--- src/rtl/bus_arbiter_pkg.sv ---
// Shared types and sizing helpers for the system-bus arbiter.
// State encodings are plain constants so legacy code can still compare raw values.
package bus_arbiter_pkg;

    typedef logic [1:0] state_t;

    localparam state_t ST_IDLE   = 2'd0;
    localparam state_t ST_ACTIVE = 2'd1;
    localparam state_t ST_HOLD   = 2'd2;

    localparam int unsigned DEFAULT_TIMEOUT = 255;

    function automatic int unsigned owner_width(input int unsigned n);
        return (n <= 2) ? 1 : $clog2(n);
    endfunction

    // Watchdog counter must be able to hold the limit value itself.
    function automatic int unsigned cnt_width(input int unsigned t);
        return (t < 2) ? 1 : $clog2(t + 1);
    endfunction

endpackage

--- src/rtl/bus_arbiter_rr_picker.sv ---
// Combinational round-robin picker with an optional fixed-priority override.
// Standalone so it can be reused for interrupt arbitration.
module rr_picker #(
    parameter int unsigned NumReq   = 2,
    parameter int unsigned IdxWidth = 1
) (
    input  logic [NumReq-1:0]   req,
    input  logic [IdxWidth-1:0] last,
    input  logic                pri_en,
    input  logic [IdxWidth-1:0] pri_idx,
    output logic [NumReq-1:0]   pick,
    output logic [IdxWidth-1:0] pick_idx,
    output logic                valid
);

    logic [IdxWidth-1:0] cand;

    always_comb begin
        // NOTE: every output gets a default first so no path leaves it unassigned (no latch).
        valid    = 1'b0;
        pick_idx = '0;
        cand     = '0;
        if (pri_en && req[pri_idx]) begin
            valid    = 1'b1;
            pick_idx = pri_idx;
        end else begin
            // Scan farthest-first so the nearest requester after `last` is written last and wins.
            for (int k = int'(NumReq); k >= 1; k--) begin
                cand = IdxWidth'((int'(last) + k) % int'(NumReq));
                if (req[cand]) begin
                    valid    = 1'b1;
                    pick_idx = cand;
                end
            end
        end
        pick = '0;
        if (valid) pick[pick_idx] = 1'b1;
    end

endmodule

--- src/rtl/bus_arbiter.sv ---
// Grants the single system-bus slave path to one requester at a time and
// holds it until completion, watchdog timeout, or the end of a locked sequence.
module bus_arbiter
    import bus_arbiter_pkg::*;
#(
    parameter int unsigned NumMasters     = 2,
    parameter bit          PriorityEnable = 1'b1,
    parameter int unsigned PriorityMaster = 0,
    parameter int unsigned TimeoutCycles  = DEFAULT_TIMEOUT,
    localparam int unsigned OwnerWidth    = owner_width(NumMasters)
) (
    input  logic                  clk,
    input  logic                  rst,
    input  logic [NumMasters-1:0] req,
    input  logic [NumMasters-1:0] lock,
    input  logic                  inhibit,
    input  logic                  bus_done,
    input  logic                  bus_err,
    output logic [NumMasters-1:0] gnt,
    output logic [OwnerWidth-1:0] owner,
    output logic                  bus_valid,
    output logic [NumMasters-1:0] rsp_done,
    output logic [NumMasters-1:0] rsp_err,
    output logic                  timeout
);

    localparam int unsigned CntWidth = cnt_width(TimeoutCycles);

    state_t                state_q;
    logic [OwnerWidth-1:0] last_q;
    logic [CntWidth-1:0]   cnt_q;
    logic [NumMasters-1:0] to_rsp_q;
    logic [NumMasters-1:0] pick;
    logic [OwnerWidth-1:0] pick_idx;
    logic                  pick_valid;
    logic                  done_now;
    logic                  timeout_hit;

    rr_picker #(
        .NumReq   (NumMasters),
        .IdxWidth (OwnerWidth)
    ) u_picker (
        .req      (req),
        .last     (last_q),
        .pri_en   (PriorityEnable),
        .pri_idx  (OwnerWidth'(PriorityMaster)),
        .pick     (pick),
        .pick_idx (pick_idx),
        .valid    (pick_valid)
    );

    assign done_now    = (state_q == ST_ACTIVE) && bus_done;
    assign timeout_hit = (TimeoutCycles != 0) && (cnt_q == CntWidth'(TimeoutCycles));

    // Completion responses are same-cycle; timeout responses come from the registered path.
    assign rsp_done = (done_now ? gnt : '0) | to_rsp_q;
    assign rsp_err  = ((done_now && bus_err) ? gnt : '0) | to_rsp_q;

    // NOTE: sequential state uses non-blocking assignments so every flop samples pre-edge values.
    always_ff @(posedge clk or posedge rst) begin
        if (rst) begin
            state_q   <= ST_IDLE;
            gnt       <= '0;
            owner     <= '0;
            bus_valid <= 1'b0;
            last_q    <= OwnerWidth'(NumMasters - 1);
            cnt_q     <= '0;
            timeout   <= 1'b0;
            to_rsp_q  <= '0;
        end else begin
            timeout  <= 1'b0;
            to_rsp_q <= '0;
            case (state_q)
                ST_IDLE: begin
                    if (!inhibit && pick_valid) begin
                        gnt       <= pick;
                        owner     <= pick_idx;
                        last_q    <= pick_idx;
                        bus_valid <= 1'b1;
                        cnt_q     <= '0;
                        state_q   <= ST_ACTIVE;
                    end
                end
                ST_ACTIVE: begin
                    // Completion takes precedence over a watchdog expiring in the same cycle.
                    if (bus_done) begin
                        bus_valid <= 1'b0;
                        cnt_q     <= '0;
                        if (lock[owner]) begin
                            state_q <= ST_HOLD;
                        end else begin
                            gnt     <= '0;
                            state_q <= ST_IDLE;
                        end
                    end else if (timeout_hit) begin
                        timeout   <= 1'b1;
                        to_rsp_q  <= gnt;
                        gnt       <= '0;
                        bus_valid <= 1'b0;
                        cnt_q     <= '0;
                        state_q   <= ST_IDLE;
                    end else begin
                        cnt_q <= cnt_q + CntWidth'(1);
                    end
                end
                ST_HOLD: begin
                    if (req[owner]) begin
                        bus_valid <= 1'b1;
                        cnt_q     <= '0;
                        state_q   <= ST_ACTIVE;
                    end else if (!lock[owner]) begin
                        gnt     <= '0;
                        state_q <= ST_IDLE;
                    end
                end
                default: state_q <= ST_IDLE;
            endcase
        end
    end

endmodule

--- config.mk ---
export PLATFORM = sky130hd
export DESIGN_NAME = bus_arbiter
export DESIGN_NICKNAME = d
export VERILOG_FILES = /design/src/rtl/bus_arbiter_pkg.sv /design/src/rtl/bus_arbiter_rr_picker.sv /design/src/rtl/bus_arbiter.sv
export SDC_FILE = /design/constraint.sdc
export NUM_CORES = 1
export LEC_CHECK = 0
export CORE_MARGIN = 4
export CORE_UTILIZATION = 51
export CTS_CLUSTER_SIZE = 14
export DETAILED_ROUTE_END_ITERATION = 10
export PLACE_DENSITY = 0.78
export SLEW_MARGIN = 20
export SYNTH_ARGS = -nofsm -noshare
export SYNTH_HDL_FRONTEND = slang
export SYNTH_SLANG_ARGS = --single-unit
--- constraint.sdc ---
create_clock -name clk -period 2.45 [get_ports clk]
set_input_delay 0.245 -clock clk [delete_from_list [all_inputs] [get_ports clk]]
set_output_delay 0.245 -clock clk [all_outputs]
set_load 0.005 [all_outputs]
Yosys cells after proc, flatten, opt, wreduce, memory -nomap -nowiden
Index checks and enable logic that the tools add are counted.

word-level totals
  output and inout bits = 9
  bits of input ports = 9
  bits in registers = 18

cells by class
  bitwise operators = 2
  muxes and demuxes = 47
  $lt $le $gt $ge = 5
  reductions and logical operators = 12
  add/subtract/negate cells = 3
  eq/ne operators = 8

operator list
  kind                                                      number
  2-to-1 mux 2 bit                                          16
  2-to-1 mux 8 bit                                          4
  one-hot mux 8 bit (3 select lines)                        1
  2-to-1 mux 1 bit                                          22
  one-hot mux 2 bit (3 select lines)                        2
  adder 8 x 1 -> 8 bit, second input constant               1
  == test 8 bit, second input constant                      1
  < comparator 1 x 2 -> 1 bit, second input constant        4
  AND reduction 4 bit                                       2
  != test 2 bit, second input constant                      3
  != test 3 bit, second input constant                      2
  AND reduction 3 bit                                       2
  logical AND 1 bit                                         4
  bitwise OR 2 bit                                          2
  one-hot mux 1 bit (3 select lines)                        1
  nonzero test 3 bit                                        1
  adder 1 bit, second input constant                        2
  == test 2 x 1 -> 1 bit, second input constant             1
  == test 2 bit, second input constant                      1
  zero test 2 bit                                           1
  AND reduction 2 bit                                       1
  demux 1 bit (select 1 bit)                                1
  greater-or-equal comparator 1 bit, second input constant  1
  zero test 1 bit                                           1

Longest topological paths before layout
Gate-level depths: netlist of the first run.

  depth after elaboration = 13
  depth in mapped cells = 8
  depth with buffers taken out = 6

Cells and area by module
A second synthesis of the first run with hierarchy kept.

unflattened totals
  cell total of the unflattened synthesis = 110
  area total of the unflattened synthesis = 1071.0 µm²

by module, submodules not included
  module       cells each  area each (µm²)  times used  sequential area each (µm²)
  bus_arbiter  101         1014.7           1           451.7
  rr_picker    9           56.3             1           0.0

Worst setup path after synthesis of the first run
Ideal clock, no wire load.

  kind = register to register
  start = reg state_q[1]
  end = reg gnt[0]
  data required time = 2.329 ns
  cell stages (with the launch flop) = 8
  arrival time = 1.786 ns
  buffers on the path = 1
  setup slack = 0.543 ns
  setup time = 0.121 ns
  cells stage by stage = dfrtp_1 > inv_1 > ha_1 > nand2b_1 > clkbuf_1 > a41oi_2 > or4_1 > a22o_1

between the ends
  longest elaborated chain between the ends = 3

RTL lines
  element                                                RTL line           source
  from (decl)                                            bus_arbiter.sv:29  state_t state_q;
  from (signal assigned)                                 bus_arbiter.sv:62  state_q <= ST_IDLE;
  from (signal assigned)                                 bus_arbiter.sv:81  state_q <= ST_ACTIVE;
  from (signal assigned)                                 bus_arbiter.sv:90  state_q <= ST_HOLD;
  == test 2 x 1 -> 1 bit, or another cell as far along   bus_arbiter.sv:73  case (state_q)
  != test 3 bit (no line), or another cell as far along  n/a
  AND reduction 4 bit (no line)                          n/a
  to (signal assigned)                                   bus_arbiter.sv:76  gnt <= pick;
  to (decl)                                              bus_arbiter.sv:19  output logic [NumMasters-1:0] gnt,

Parallel ways exist; a longest one is shown, timed or not.
A chain may end at the register's enable or synchronous reset.

Worst setup path in the final report of the first run
  start = reg state_q[1]
  end = out rsp_err[0]

between the ends
  longest elaborated chain between the ends = 5

RTL lines
  element                 RTL line           source
  == test 2 x 1 -> 1 bit  bus_arbiter.sv:52  assign done_now = (state_q == ST_ACTIVE) && bus_done;
  logical AND 1 bit       bus_arbiter.sv:52
  logical AND 1 bit       bus_arbiter.sv:57  assign rsp_err = ((done_now && bus_err) ? gnt : '0) | to_rsp_q;
  2-to-1 mux 2 bit        bus_arbiter.sv:57
  bitwise OR 2 bit        bus_arbiter.sv:57
  to (decl)               bus_arbiter.sv:23  output logic [NumMasters-1:0] rsp_err,

Every way passes these cells.

==> metrics.md, run 1 <==
| Metric | Value |
|---|---|
| DRC Markers | 0 |
| Combinational share of power | 0.511 |
| Initial antenna violation count | 0 |
| Async S/R FF share, synth | 1.00 |
| Simple-Gate Fraction of Synth Area | 0.210 |
| First-pass GRT wire length | 3630 um |
| Sink Count | 17 |
| Core box area | 1820 sq um |
| Clk root buf | clkbuf_4 |
| Worst R2R Path Depth | 7 |
| FMAX | 455 MHz |
| Worst r2r src | state_q[1] |
| Least-Margin Pin Slew | 635 ps |
| DRT iter0 DRCs | 12 |
| Power per cell area | 912 nW/um^2 |
| Vias | 878 |
| Initial Utilization | 0.564 |
| Setup_tns | 0 ps |
| Die Area | 2800 sq um |
| Int Pwr | 0.681 mW |
| Pre-CTS setup slack | 268 ps |
| Synth Area in Compound Gates | 0.212 |
| Time the worst path needs with I/O delays and setup | 2200 ps |
| Net Sw Frac | 0.395 |
| Adder-Cell Fraction of Synth Area | 0.0609 |
| Crit path max fanout | 6 |
| Final setup viols | 0 |
| Routed len/inst | 13.8 um |
| CP Capture Type | output port |
| Htree depth | 1 |
| Slew HR | 0.576 |
| Net Count, Synth | 122 |
| Worst IR drop on VDD | 0.592 mV |
| Hold Vio Cnt, Final | 0 |
| Number of global-route vias before repair | 825 |
| PostCTS Resize Cnt | 0 |
| Slew Limit Fails | 0 |
| Final wirelength | 2070 um |
| Pre-Repair DR Iteration Count | 4 |
| Largest net degree at the start of global routing | 18 |
| Synth Area in XOR/XNOR | 0 |
| CTS clk-pin slew, worst paths | 90 ps |
| Worst Clk Skew | 5.69 ps |
| Reg-to-reg endpoint | state_q[0] |
| Routed Antenna Nets | 0 |
| Die boundary height | 52.9 um |
| Layout Nets | 140 |
| Number of port buffers | 17 |
| Post-DP HPWL | 1550 um |
| Reg2Reg Setup Slack | 370 ps |
| Final period utilization | 0.898 |
| Clk buf depth | 2 |
| Latest clock arrival within the worst-skew pair | 290 ps |
| Hold buffer count at CTS | 0 |
| Most frequent cells in the layout | 17 x dfrtp_1, 17 x clkdlybuf4s50_1, 9 x nand2_1, 9 x nand3_1, 7 x inv_1 |
| Switching pwr | 0.445 mW |
| Status | complete, no violations |
| Cts bufs inserted | 3 |
| Critical Path RT | 2200 ps |
| Flop pwr share | 0.359 |
| Critical path type | reg -> out |
| FF+latch count, synth | 17 |
| GPL Wtd Cong | 0.847 |
| # Post-CTS Setup Buffers | 0 |
| Syn_area_per_cell | 9.51 sq um |
| CP Data Arrival Time | 1950 ps |
| Post-synthesis sequential area ratio | 0.414 |
| Max_cap viols | 0 |
| Post-DR vias/cell | 5.85 |
| Boundary Pins | 18 |
| RSZ-0062 raised after global routing | no |
| Synthesized instance count | 108 |
| Global Route Usage Sum | 0.181 |
| GRT Residual Overflow | 0 |
| Worst Setup Start Kind | flop |
| Proportion of layout cells with a drive suffix above 1 | 0.0720 |
| TritonCTS clock tree | done |
| P&R area growth vs syn | 20.2% |
| Post-synth EDFFs | 0 |
| YS warnings | 0 |
| Worst min-delay path category | in -> async |
| Largest family of logic cells by synthesized area | compound AO/OA/AOI/OAI gates |
| Final worst slack | 251 ps |
| Static leakage | 0.551 nW |
| Clock share of power | 0.131 |
| Synth Flop Type | dfrtp_1 |
| Post-Syn Area | 1030 sq um |
| Die X | 52.9 um |
| Synth unique cells | 39 |
| # rows | 15 |
| ANT cells | 0 |
| Proportion of synthesized area in mux cells | 0.0512 |
==> area by class of cell <==
type / count / area, sq um
multi-input cells: 79 / 548
flip-flops and latches: 17 / 425
clock buffers: 4 / 26.3
repair buffers: 18 / 178
well taps: 25 / 31.3
fillers: 165 / 586
inverters: 7 / 26.3
==> cell usage after synthesis (3+ instances only) <==
cell type   n  area share
nor2_1      4       0.015
ha_1        5       0.061
o21ai_0     6       0.029
mux2i_1     3       0.029
dfrtp_1    17        0.41
or4_1       4       0.029
clkbuf_1    3       0.011
and2_1      3       0.018
a21oi_1     5       0.024
o21a_1      3       0.022
nand2_1     9       0.033
nand3_1     9       0.044
inv_1       7       0.026
==> kinds of logic after synthesis <==
group,after synthesis
adder cells (fa/ha/maj),5
AO/OA/AOI/OAI,30
flip-flops,17
multiplexers,5
buffers and inverters,12
AND/OR/NAND/NOR,39
==> stage by stage <==
stage / hold slack [ps] / utilization / cell area [sq um] / cells / total power [mW]
2_1_floorplan: 171 / - / 1030 / 108 / 0.805
3_3_place_gp: 504 / 0.664 / 1210 / 146 / 0.952
3_5_place_dp: 516 / 0.664 / 1210 / 146 / 0.973
4_1_cts: 333 / 0.678 / 1230 / 150 / 1.13
5_1_grt: 376 / 0.678 / 1230 / 150 / 1.23
6_report: 319 / 0.678 / 1230 / 150 / 1.13
==> power by group through the flow <==
stage / sequential (mW) / combinational [mW] / clock (mW)
CTS: 0.403 / 0.576 / 0.155
global placement: 0.405 / 0.548 / 0
floorplan: 0.388 / 0.416 / 0
global route: 0.415 / 0.647 / 0.164
detailed placement: 0.408 / 0.565 / 0
finish: 0.404 / 0.575 / 0.147
==> per-layer routing <==
| layer | vias up | GRT usage | share of wire |
|---|---|---|---|
| li1 | 436 | - | - |
| met1 | 412 | 0.223 | 0.47 |
| met2 | 26 | 0.291 | 0.46 |
| met3 | 4 | 0.0620 | 0.059 |
| met4 | 0 | 0.0638 | 0.012 |
| met5 | - | 0 | 0 |
==> flip-flops by register name (all words and copies together), names as in the netlist <==
| name | cells |
|---|---|
| cnt_q | 8 |
| gnt | 2 |
| state_q | 2 |
| to_rsp_q | 2 |
| bus_valid | 1 |
| owner | 1 |
| timeout | 1 |
==> critical path, cell delays in order, from the launching register on <==
cell and delay (ps):
dfrtp_1 420, inv_1 110, ha_1 320, a31o_2 210, o21a_1 110, clkdlybuf4s50_1 490
==> worst max-delay path by stage <==
stage / from / to / slack (ps) / cells past startpoint
2_1_floorplan: state_q[1] / gnt[0] / 540 / 7
3_3_place_gp: req[0] / cnt_q[4] / 340 / 5
3_5_place_dp: req[0] / cnt_q[7] / 270 / 5
4_1_cts: state_q[1] / rsp_err[0] / 230 / 5
5_1_grt: state_q[1] / rsp_err[1] / 130 / 5
6_report: state_q[1] / rsp_err[0] / 250 / 5
Power figures use the tool's default switching activity.
==> inputs of run 2 (changes only) <==
--- a/config.mk
+++ b/config.mk
@@ -9,7 +9,9 @@
 export CORE_UTILIZATION = 51
 export CTS_CLUSTER_SIZE = 14
 export DETAILED_ROUTE_END_ITERATION = 10
+export GPL_ROUTABILITY_DRIVEN = 0
 export PLACE_DENSITY = 0.78
+export RECOVER_POWER = 50
 export SLEW_MARGIN = 20
 export SYNTH_ARGS = -nofsm -noshare
 export SYNTH_HDL_FRONTEND = slang
==> metrics.md, run 2 (synthesized netlist as in run 1, its figures left out) <==
| Metric | Value |
|---|---|
| Status | complete, no violations |
| Final Core Density | 0.678 |
| GRT Residual Overflow | 0 |
| Boundary Pins | 18 |
| Proportion of layout cells with a drive suffix above 1 | 0.0720 |
| Final worst slack | 251 ps |
| Die boundary height | 52.9 um |
| Total Power | 1.12 mW |
| CP Data Arrival Time | 1950 ps |
| Bufs and invs on worst path | 2 |
| FMAX | 455 MHz |
| Layout Nets | 140 |
| Max stage delay on crit path | 490 ps |
| Least-Margin Pin Slew | 634 ps |
| Initial Utilization | 0.564 |
| PostCTS Resize Cnt | 0 |
| CP Capture Type | output port |
| Sink Count | 17 |
| Routed len/inst | 13.7 um |
| Number of global-route vias before repair | 825 |
| Worst IR drop on VDD | 0.592 mV |
| Final setup viols | 0 |
| Time the worst path needs with I/O delays and setup | 2200 ps |
| Reg2Reg Setup Slack | 370 ps |
| Crit-path slowest cell | clkdlybuf4s50_1 |
| Largest net degree at the start of global routing | 18 |
| DRT iter0 DRCs | 12 |
| Worst hold slack | 456 ps |
| Slew Limit Fails | 0 |
| First-pass GRT wire length | 3630 um |
| Cell area after placement | 1210 sq um |
| Global Route Usage Sum | 0.181 |
| Crit path max fanout | 6 |
| Core box area | 1820 sq um |
| Die Area | 2800 sq um |
| Final wirelength | 2060 um |
| Most common cell after layout, fill and taps aside | dfrtp_1 |
| Register name with the most flops | cnt_q |
| Slew HR | 0.577 |
| Setup_tns | 0 ps |
| RSZ-0062 raised after global routing | no |
| Critical path type | reg -> out |
| Final period utilization | 0.898 |
| Placed insts | 146 |
| # Post-CTS Setup Buffers | 0 |
| TritonCTS clock tree | done |
| Worst Clk Skew | 5.04 ps |
| Power per cell area | 909 nW/um^2 |
| ANT cells | 0 |
| Die X | 52.9 um |
| Vias | 869 |
| Worst min-delay path category | in -> async |
| Latest clock arrival within the worst-skew pair | 290 ps |
| Htree depth | 1 |
| # rows | 15 |
| CTS clk-pin slew, worst paths | 90 ps |
| Post-DP HPWL | 1550 um |
| Final Non-Filler Cells | 150 |
| Pre-CTS setup slack | 268 ps |
| Final Cell Area | 1230 sq um |
| Static leakage | 0.555 nW |
| Max_cap viols | 0 |
| Clk buf depth | 2 |
| Most frequent cells in the layout | 17 x dfrtp_1, 14 x clkdlybuf4s50_1, 9 x nand2_1, 9 x nand3_1, 7 x inv_1 |
| Routed Antenna Nets | 0 |
| Number of port buffers | 17 |
| Multi-input gate area | 548 sq um |
| DRC Markers | 0 |
| P&R area growth vs syn | 20.2% |
| Worst Setup Start Kind | flop |
| Sequential cell area | 425 sq um |
| Cts bufs inserted | 3 |
| Critical path's top delay family | buffers and inverters |
| Clk root buf | clkbuf_4 |
| Filler Cell Count | 165 |
| Hold Vio Cnt, Final | 0 |
| Post-DR vias/cell | 5.79 |
| Max reg flops | 8 |
| Cell Chain, Critical Path | inv_1 -> ha_1 -> a31o_2 -> o21a_1 -> clkdlybuf4s50_1 |
| Pre-Repair DR Iteration Count | 4 |
| Initial antenna violation count | 0 |
| Critical Path RT | 2200 ps |
| Hold buffer count at CTS | 0 |
## run 2: metal layers
metal / global-route usage / up-vias / wire length [um]
met4: 0.0638 / 0 / 24
met3: 0.0620 / 4 / 114
li1: - / 437 / -
met1: 0.223 / 406 / 978
met5: 0 / - / 0
met2: 0.291 / 22 / 940
## run 2: area by class of cell
class                           instances  share of cell area
Tap cell                               25              0.0253
Multi-Input combinational cell         79               0.444
Clock buffer                            4              0.0213
Inverter                                7              0.0213
Timing Repair Buffer                   18               0.144
Sequential cell                        17               0.344
## run 2: worst reg2reg max path: cells and delay by family, from the launching register on
| kind | cells | cell delay [ps] |
|---|---|---|
| AO/OA/AOI/OAI | 2 | 370 |
| adder cells (fa/ha/maj) | 1 | 320 |
| buffers and inverters | 2 | 310 |
| flip-flops | 1 | 420 |
| multiplexers | 1 | 330 |
| AND/OR/NAND/NOR | 1 | 230 |
## run 2: where the power goes
group | internal [mW] | total (mW) | switching (mW)
clock network | 0.0635 | 0.147 | 0.0839
logic | 0.275 | 0.572 | 0.296
registers | 0.339 | 0.403 | 0.0643
total | 0.678 | 1.12 | 0.444
## run 2: final timing paths
| kind | from | cells past startpoint | end |
|---|---|---|---|
| setup / recovery | state_q[1] | 5 | rsp_err[0] |
| min in group clk | bus_valid | 2 | bus_valid |
| max in group asynchronous | rst | 2 | bus_valid |
| setup reg to reg | state_q[1] | 7 | state_q[0] |
| hold / removal | rst | 2 | cnt_q[2] |
| hold reg to reg | bus_valid | 2 | bus_valid |
==> inputs of run 3 (changes only) <==
--- a/config.mk
+++ b/config.mk
@@ -6,13 +6,14 @@
 export NUM_CORES = 1
 export LEC_CHECK = 0
 export CORE_MARGIN = 4
-export CORE_UTILIZATION = 51
+export CORE_UTILIZATION = 46
 export CTS_CLUSTER_SIZE = 14
 export DETAILED_ROUTE_END_ITERATION = 10
 export GPL_ROUTABILITY_DRIVEN = 0
-export PLACE_DENSITY = 0.78
+export PLACE_DENSITY = 0.73
 export RECOVER_POWER = 50
 export SLEW_MARGIN = 20
 export SYNTH_ARGS = -nofsm -noshare
 export SYNTH_HDL_FRONTEND = slang
+export SYNTH_HIERARCHICAL = 1
 export SYNTH_SLANG_ARGS = --single-unit
==> constraint.sdc (replaced) <==
create_clock -name clk -period 1.8 [get_ports clk]
set_input_delay 0.18 -clock clk [delete_from_list [all_inputs] [get_ports clk]]
set_output_delay 0.18 -clock clk [all_outputs]
set_load 0.005 [all_outputs]
==> metrics.md, run 3 <==
| Metric | Value |
|---|---|
| Status | complete, no violations |
| Clk buf depth | 2 |
| Worst IR drop on VDD | 0.949 mV |
| Synth area leader | dfrtp_1 |
| DRT iter0 DRCs | 19 |
| Hold buffer count at CTS | 0 |
| Worst Setup Start Kind | flop |
| Static leakage | 0.721 nW |
| Time the worst path needs with I/O delays and setup | 1750 ps |
| Async S/R FF share, synth | 1.00 |
| Register name with the most flops | cnt_q |
| Max_cap viols | 0 |
| Vias | 974 |
| Synth unique cells | 38 |
| Clk root buf | clkbuf_4 |
| Post-Syn Area | 1070 sq um |
| Worst hold slack | 508 ps |
| Filler Cell Count | 174 |
| First-pass GRT wire length | 4170 um |
| Sequential cell area | 452 sq um |
| Int Pwr | 1.25 mW |
| Synthesized instance count | 110 |
| Layout Nets | 169 |
| Post-synth EDFFs | 0 |
| Reg-to-reg endpoint | cnt_q[4] |
| Core box area | 2210 sq um |
| Hold Vio Cnt, Final | 0 |
| Post-DR vias/cell | 5.35 |
| Flop pwr share | 0.288 |
| Most frequent cells in the layout | 17 x dfrtp_1, 17 x buf_4, 11 x clkdlybuf4s50_1 |
| Slew HR | 0.362 |
| Die Area | 3160 sq um |
| YS warnings | 6 |
| CTS clk-pin slew, worst paths | 100 ps |
| # rows | 17 |
| Routed Antenna Nets | 0 |
| Crit path max fanout | 5 |
| Routed len/inst | 13.5 um |
| Final setup viols | 0 |
| Cts bufs inserted | 3 |
| Max reg flops | 8 |
| Power per cell area | 1300 nW/um^2 |
| Die boundary height | 56.3 um |
| Boundary Pins | 18 |
| Multi-input gate area | 642 sq um |
| Yosys top cell area share | 0.397 |
| Initial antenna violation count | 0 |
| Hold endpoint | bus_valid |
| Die X | 56.3 um |
| DRC Markers | 0 |
| Proportion of layout cells with a drive suffix above 1 | 0.227 |
| Global Route Usage Sum | 0.166 |
| Final Core Density | 0.677 |
| Post-synthesis sequential area ratio | 0.422 |
| P&R area growth vs syn | 39.8% |
| Largest net degree at the start of global routing | 19 |
| FMAX | 571 MHz |
| CP Capture Type | flop |
| Final wirelength | 2450 um |
| Number of global-route vias before repair | 936 |
| Htree depth | 1 |
| Total Power | 1.95 mW |
| Critical path type | reg -> reg |
| ANT cells | 0 |
| Final period utilization | 0.973 |
| GRT Residual Overflow | 0 |
| Pre-Repair DR Iteration Count | 4 |
| FF+latch count, synth | 18 |
| Initial Utilization | 0.484 |
| Switching pwr | 0.704 mW |
| Least-Margin Pin Slew | 957 ps |
| Ranking of synthesized cells by area | dfrtp_1 40%, ha_1 5.8%, o21ai_0 4.2% |
| Worst min-delay path category | reg -> reg |
| Latest clock arrival within the worst-skew pair | 290 ps |
| Net Sw Frac | 0.361 |
| Worst r2r src | state_q[0] |
| Post-DP HPWL | 1900 um |
| Worst R2R Path Depth | 6 |
| Commonest cells post-synth | 17 x dfrtp_1, 9 x o21ai_0, 6 x inv_1, 6 x nand2_1, 6 x nor2_1 |
| Worst Clk Skew | 5.98 ps |
| Syn_area_per_cell | 9.74 sq um |
| Combinational share of power | 0.588 |
| Hold Crit Depth | 1 |
| Reg2Reg Setup Slack | 50 ps |
| Sink Count | 18 |
| Number of port buffers | 17 |
| Slew Limit Fails | 0 |
| Clock share of power | 0.124 |
| TritonCTS clock tree | done |
| Critical Path RT | 2030 ps |
| Count leader, synth | dfrtp_1 |
| RSZ-0062 raised after global routing | yes |
| Hold Startpoint | bus_valid |
| CP Data Arrival Time | 1980 ps |
| Synth Flop Type | dfrtp_1 |
-- run 3: cell type report --
class | instances | share of cell area
multi-input cells | 90 | 0.429
flip-flops and latches | 18 | 0.302
repair buffers | 36 | 0.207
clock buffers | 4 | 0.0242
well taps | 28 | 0.0234
inverters | 6 | 0.0150
-- run 3: worst max path at each step --
stage / startpoint / to / cells past startpoint
4_1_cts: state_q[0] / rsp_err[1] / 5
6_report: state_q[0] / cnt_q[4] / 6
3_5_place_dp: req[1] / cnt_q[4] / 6
5_1_grt: state_q[0] / cnt_q[4] / 6
2_1_floorplan: cnt_q[0] / state_q[0] / 5
3_3_place_gp: req[1] / cnt_q[4] / 6
-- run 3: cell families after synthesis --
logic type / synth area share
other cells: 0.00701
fa+ha+maj: 0.0584
flops: 0.422
simple gates: 0.208
compound gates: 0.223
buf+inv: 0.0210
mux: 0.0607
-- run 3: critical path, stage by stage, from the launching register on --
cell and delay, ps:
dfrtp_1 420, buf_6 130, inv_2 40, ha_4 150, a221o_1 410, or4_1 480
nand2_1 60
-- run 3: routing by layer --
metal,up-vias,part of all wire,routed length [um],global-route usage
met2,22,0.47,1160,0.274
li1,498,-,-,-
met3,6,0.040,97,0.0460
met4,0,0.022,53,0.0712
met5,-,0,0,0
met1,448,0.46,1140,0.203
-- run 3: repair_timing --
item,CTS,global route
pin swaps,3,8
buffers inserted,3,0
endpoints found under the setup margin,6,10
resized for setup,10,7
-- run 3: stage by stage --
| step | area (sq um) | setup WS [ps] | TNS, ps | std cells |
|---|---|---|---|---|
| 2_1_floorplan | 1090 | 63.5 | 0 | 114 |
| 3_3_place_gp | 1410 | -87.0 | -180 | 175 |
| 3_5_place_dp | 1410 | -118 | -325 | 175 |
| 4_1_cts | 1490 | 7.86 | 0 | 182 |
| 5_1_grt | 1500 | -37.5 | -80.4 | 182 |
| 6_report | 1500 | 48.3 | 0 | 182 |
-- run 3: power by group through the flow --
stage / sequential (mW) / clock, mW / combinational, mW
floorplan: 0.575 / 0 / 0.551
global placement: 0.567 / 0 / 1.01
detailed placement: 0.575 / 0 / 1.02
CTS: 0.557 / 0.251 / 1.11
global route: 0.579 / 0.277 / 1.25
finish: 0.562 / 0.241 / 1.15
==> edit 1 (config.mk and constraints of run 2) <==
`PriorityEnable`: 1'b1 -> 1'b0.
--- a/src/rtl/bus_arbiter.sv
+++ b/src/rtl/bus_arbiter.sv
@@ -4,7 +4,7 @@
     import bus_arbiter_pkg::*;
 #(
     parameter int unsigned NumMasters     = 2,
-    parameter bit          PriorityEnable = 1'b1,
+    parameter bit          PriorityEnable = 1'b0,
     parameter int unsigned PriorityMaster = 0,
     parameter int unsigned TimeoutCycles  = DEFAULT_TIMEOUT,
     localparam int unsigned OwnerWidth    = owner_width(NumMasters)
Function: changed (Yosys sat finds a counterexample within 4 cycles, from zero or initial values and one cycle with rst high).
==> edit 1 against run 2 <==
First-iteration DRC count grew to 3.2 times the old value. Total power up 10%. Wire length increased by 11%. Largest cell class unchanged. Area after synthesis up 2.9%. Worst setup slack better by 0.016 ns. Final area rose by 5.2%. Sequential share of layout area rose by 0.33 points. Sequential cell count increased by 1.
==> edit 1: results (changes against run 2) <==
Logic synthesis
  • Mux share of post-synthesis cell area: 4.14% (-0.97 points)
  • Commonest cells post-synth: dfrtp_1 (17), nand2_1 (9), nand3_1 (9)
  • Net Count, Synth: 126 (+3.3%)
  • Dominant cells by area after synthesis: dfrtp_1 (40%), ha_1 (5.9%), nand3_1 (4.3%)
  • Compound-Gate Fraction of Synth Area: 22.5% (+1.3 points)
  • Syn_area_per_cell: 9.44 um2 (-0.75%)

Route
  • DR WL/cell: 14.4 um (+4.7%)
  • Starting DRC count in detailed routing: 38 (+26)
  • Met2 WL: 1080 um (+15%)
  • Routed WL: 2280 um (+11%)
  • Routed length on met3: 77 um (-32%)
  • Met1 Wirelength: 1110 um (+14%)

Final layout
  • Fin nets: 147 (+5.0%)
  • Layout cells sized above 1: 9.09% (+1.9 points)

Global route
  • Met1 GRT Util: 23.6% (+1.2 points)
  • All-layer global routing usage: 18.4% (+0.28 points)

Worst setup path
  • Worst reg2reg path depth: 6 (-1)
  • Internal reg-to-reg setup slack: 0.49 ns (+0.12 ns)

Placement
  • Placed Cells: 155 (+6.2%)
  • Placed Area: 1260 um2 (+4.5%)
  • Dpl ws: 0.352 ns (+0.0838 ns)

Status
  • Status: finished clean

Timing
  • Post-Route Skew: 0.00163 ns (-0.00341 ns)
  • Min Hold Slack: 0.479 ns (+0.0234 ns)
  • Worst slew pin tran: 0.675 ns (+0.0406 ns)

Power
  • Worst IR Drop VDD: 0.608 mV (+2.8%)
  • Switching share of power: 38.4% (-1.2 points)
  • P_leak: 0.574 nW (+3.4%)
## edit 1: cell types whose count changed after synthesis, moves of 2 or more
cell      delta
a21o_1       +2
a22o_1       -2
nor2b_1      +2
o21ai_0      +2
mux2i_1      -2
or3_1        +2
mux2_2       +2
clkbuf_1     -2
a31oi_1      +2
## edit 1: final cells by class
| type | count | area [um2] |
|---|---|---|
| Timing Repair Buffer | 19 | 185 |
| Fill cell | 177 | 663 |
| Tap cell | 27 | 33.8 |
| Inverter | 6 | 22.5 |
| Multi-Input combinational cell | 85 | 569 |
| Clock buffer | 4 | 36.3 |
| Sequential cell | 18 | 452 |
## edit 1: critical path: stages, from the launching register on
cell             delay (ns)
dfrtp_1                0.42
inv_1                  0.09
ha_1                   0.30
a31o_2                 0.22
o21a_1                 0.12
clkdlybuf4s50_1        0.49
## edit 1: power groups by stage
stage / Clock, mW / Sequential, mW / Combinational, mW
after floorplan: 0 / 0.423 / 0.419
after global placement: 0 / 0.444 / 0.596
after detailed placement: 0 / 0.448 / 0.618
after CTS: 0.190 / 0.443 / 0.619
after global routing: 0.198 / 0.453 / 0.679
final: 0.183 / 0.442 / 0.613
## edit 1: worst max-delay path by stage
stage / to / startpoint / slack, ns / cells after the start
2_1_floorplan: state_q[0] / cnt_q[0] / 0.65 / 5
3_3_place_gp: cnt_q[3] / req[0] / 0.41 / 5
3_5_place_dp: cnt_q[4] / req[1] / 0.35 / 5
4_1_cts: rsp_err[1] / state_q[1] / 0.23 / 5
5_1_grt: rsp_err[1] / state_q[1] / 0.14 / 5
6_report: rsp_err[1] / state_q[1] / 0.27 / 5
==> edit 2 (settings of run 2) <==
Without the edit above. Register the output `rsp_err`, without a reset; this adds one clock of latency there. The other outputs are not delayed to match.
--- a/src/rtl/bus_arbiter.sv
+++ b/src/rtl/bus_arbiter.sv
@@ -54,7 +54,9 @@
 
     // Completion responses are same-cycle; timeout responses come from the registered path.
     assign rsp_done = (done_now ? gnt : '0) | to_rsp_q;
-    assign rsp_err  = ((done_now && bus_err) ? gnt : '0) | to_rsp_q;
+    always_ff @(posedge clk) begin
+        rsp_err <= ((done_now && bus_err) ? gnt : '0) | to_rsp_q;
+    end
 
     // NOTE: sequential state uses non-blocking assignments so every flop samples pre-edge values.
     always_ff @(posedge clk or posedge rst) begin
Behaviour: not the same (Yosys sat finds a counterexample within 4 cycles, from zero or initial values and one cycle with rst high).
==> edit 2 against run 2 <==
Worst setup slack gained 0.14 ns. Non-clock buffer count is the same. Wire length grew 3.5%. Sequential cell count grew 2. Sequential share of layout area grew 2.7 points. Synthesized cell count shrank 3.7%. Sequential power grew 7.2%. Area after synthesis shrank 0.73%. Final area grew 1.4%. Total power grew 1.0%.
==> edit 2: results (changes against run 2) <==
Global route
  • Grt met3 use: 4.27% (-1.9 points)
  • Number of global-route vias before repair: 784 (-5.0%)
  • Grt met2 use: 27.5% (-1.7 points)
  • First-pass GRT wire length: 3440 um (-5.3%)
  • Met1 GRT Util: 20.6% (-1.7 points)
  • All-layer global routing usage: 16.8% (-1.3 points)

Final layout
  • Multi-input logic area: 524 um2 (-4.3%)
  • Seq/total area: 37.2% (+2.7 points)
  • Layout cells sized above 1: 8.80% (+1.6 points)
  • Filler cells: 143 (-13%)
  • Top reg by flops: cnt_q
  • Cell area after layout: 1250 um2 (+1.4%)
  • Final clock-cell share: 2.20% (+0.070 points)
  • Signal buffers: 18 (unchanged)
  • Clock Buffer Count: 3 (-1)
  • Comb_multi_in: 77 (-2.5%)
  • Inverter count: 7 (unchanged)
  • Antenna Cells: 0 (unchanged)
  • Non-clock buffers, area share: 14.2% (-0.20 points)

Timing
  • Post-Route Skew: 0.00745 ns (+0.00241 ns)
  • Worst slew pin tran: 0.649 ns (+0.0141 ns)

Logic synthesis
  • Yosys cell types: 35 (-10%)
  • Mux share of post-synthesis cell area: 4.29% (-0.82 points)
  • Compound-Gate Fraction of Synth Area: 21.7% (+0.52 points)
  • Post-Syn Area: 1020 um2 (-0.73%)
  • Net Count, Synth: 118 (-3.3%)
  • Gate Count Post-Synth: 104 (-3.7%)
  • Dominant cells by area after synthesis: dfrtp_1 (42%), ha_1 (6.1%), o21ai_0 (4.9%)
  • Commonest cells post-synth: dfrtp_1 (17), o21ai_0 (10), inv_1 (7)
  • Post-synth ARST share: 89.5% (-11 points)
  • Synth Area in Adders: 6.13% (+0.045 points)
  • Sequential-to-total area share from yosys stat: 45.6% (+4.2 points)

Power
  • Seq. pwr: 432 uW (+7.2%)
  • Logic pwr share: 48.3% (-2.6 points)
  • P_leak: 0.564 nW (+1.7%)
  • Switching share of power: 37.9% (-1.7 points)
  • PnR Total Power: 1.13 mW (+1.0%)
  • Worst IR Drop VDD: 0.671 mV (+13%)

Clocking
  • CTS max path bufs: 2 (unchanged)
  • # clock sinks: 19 (+2)
  • Worst skew pair latency: 0.29 ns (about the same)
  • Worst-path clk slew: 0.11 ns (+0.02 ns)
  • Clk root buf: clkbuf_4

Route
  • Vias: 874 (+0.58%)
  • Routed WL: 2130 um (+3.5%)
  • Met1 Wirelength: 970 um (-0.82%)
  • Routed length on met3: 90 um (-21%)
  • Drt via density: 5.83 (+0.58%)
  • Met2 WL: 1030 um (+10%)
  • Starting DRC count in detailed routing: 23 (+11)
  • Drt first pass iters: 4 (unchanged)

Placement
  • Hpwl dp: 1640 um (+5.7%)
  • Placed Area: 1220 um2 (+1.3%)
  • Dpl ws: 0.247 ns (-0.0206 ns)

Status
  • Status: finished clean

Worst setup path
  • Reg-to-reg critical path startpoint: state_q[0]
  • Largest stage delay, worst path: 0.51 ns (+0.02 ns)
-- edit 2: cell types whose count changed in the layout (fill, tap and decap cells not counted), moves of 2 or more --
cell	run 2	this run
nand3_1	9	6
nand2_1	9	6
mux2_2	1	3
dfxtp_1	0	2
o21ai_0	6	10
a21o_1	1	4
nor3_1	0	2
mux2i_1	3	1
-- edit 2: worst max-delay path, delay by kind of cell, from the launching register on --
kind                     cells  cell delay [ns]
AO/OA/AOI/OAI                1             0.23
adder cells (fa/ha/maj)      1             0.28
buffers and inverters        2             0.60
flip-flops                   1             0.43
-- edit 2: final timing paths --
path	endpoint	slack, ns	cells after the start
hold reg to reg	rsp_err[1]	0.51	1
max in group asynchronous	cnt_q[6]	1.56	2
hold / removal	timeout	0.47	2
setup / recovery	rsp_done[0]	0.39	4
setup reg to reg	cnt_q[3]	0.47	5
min in group clk	rsp_err[1]	0.51	1
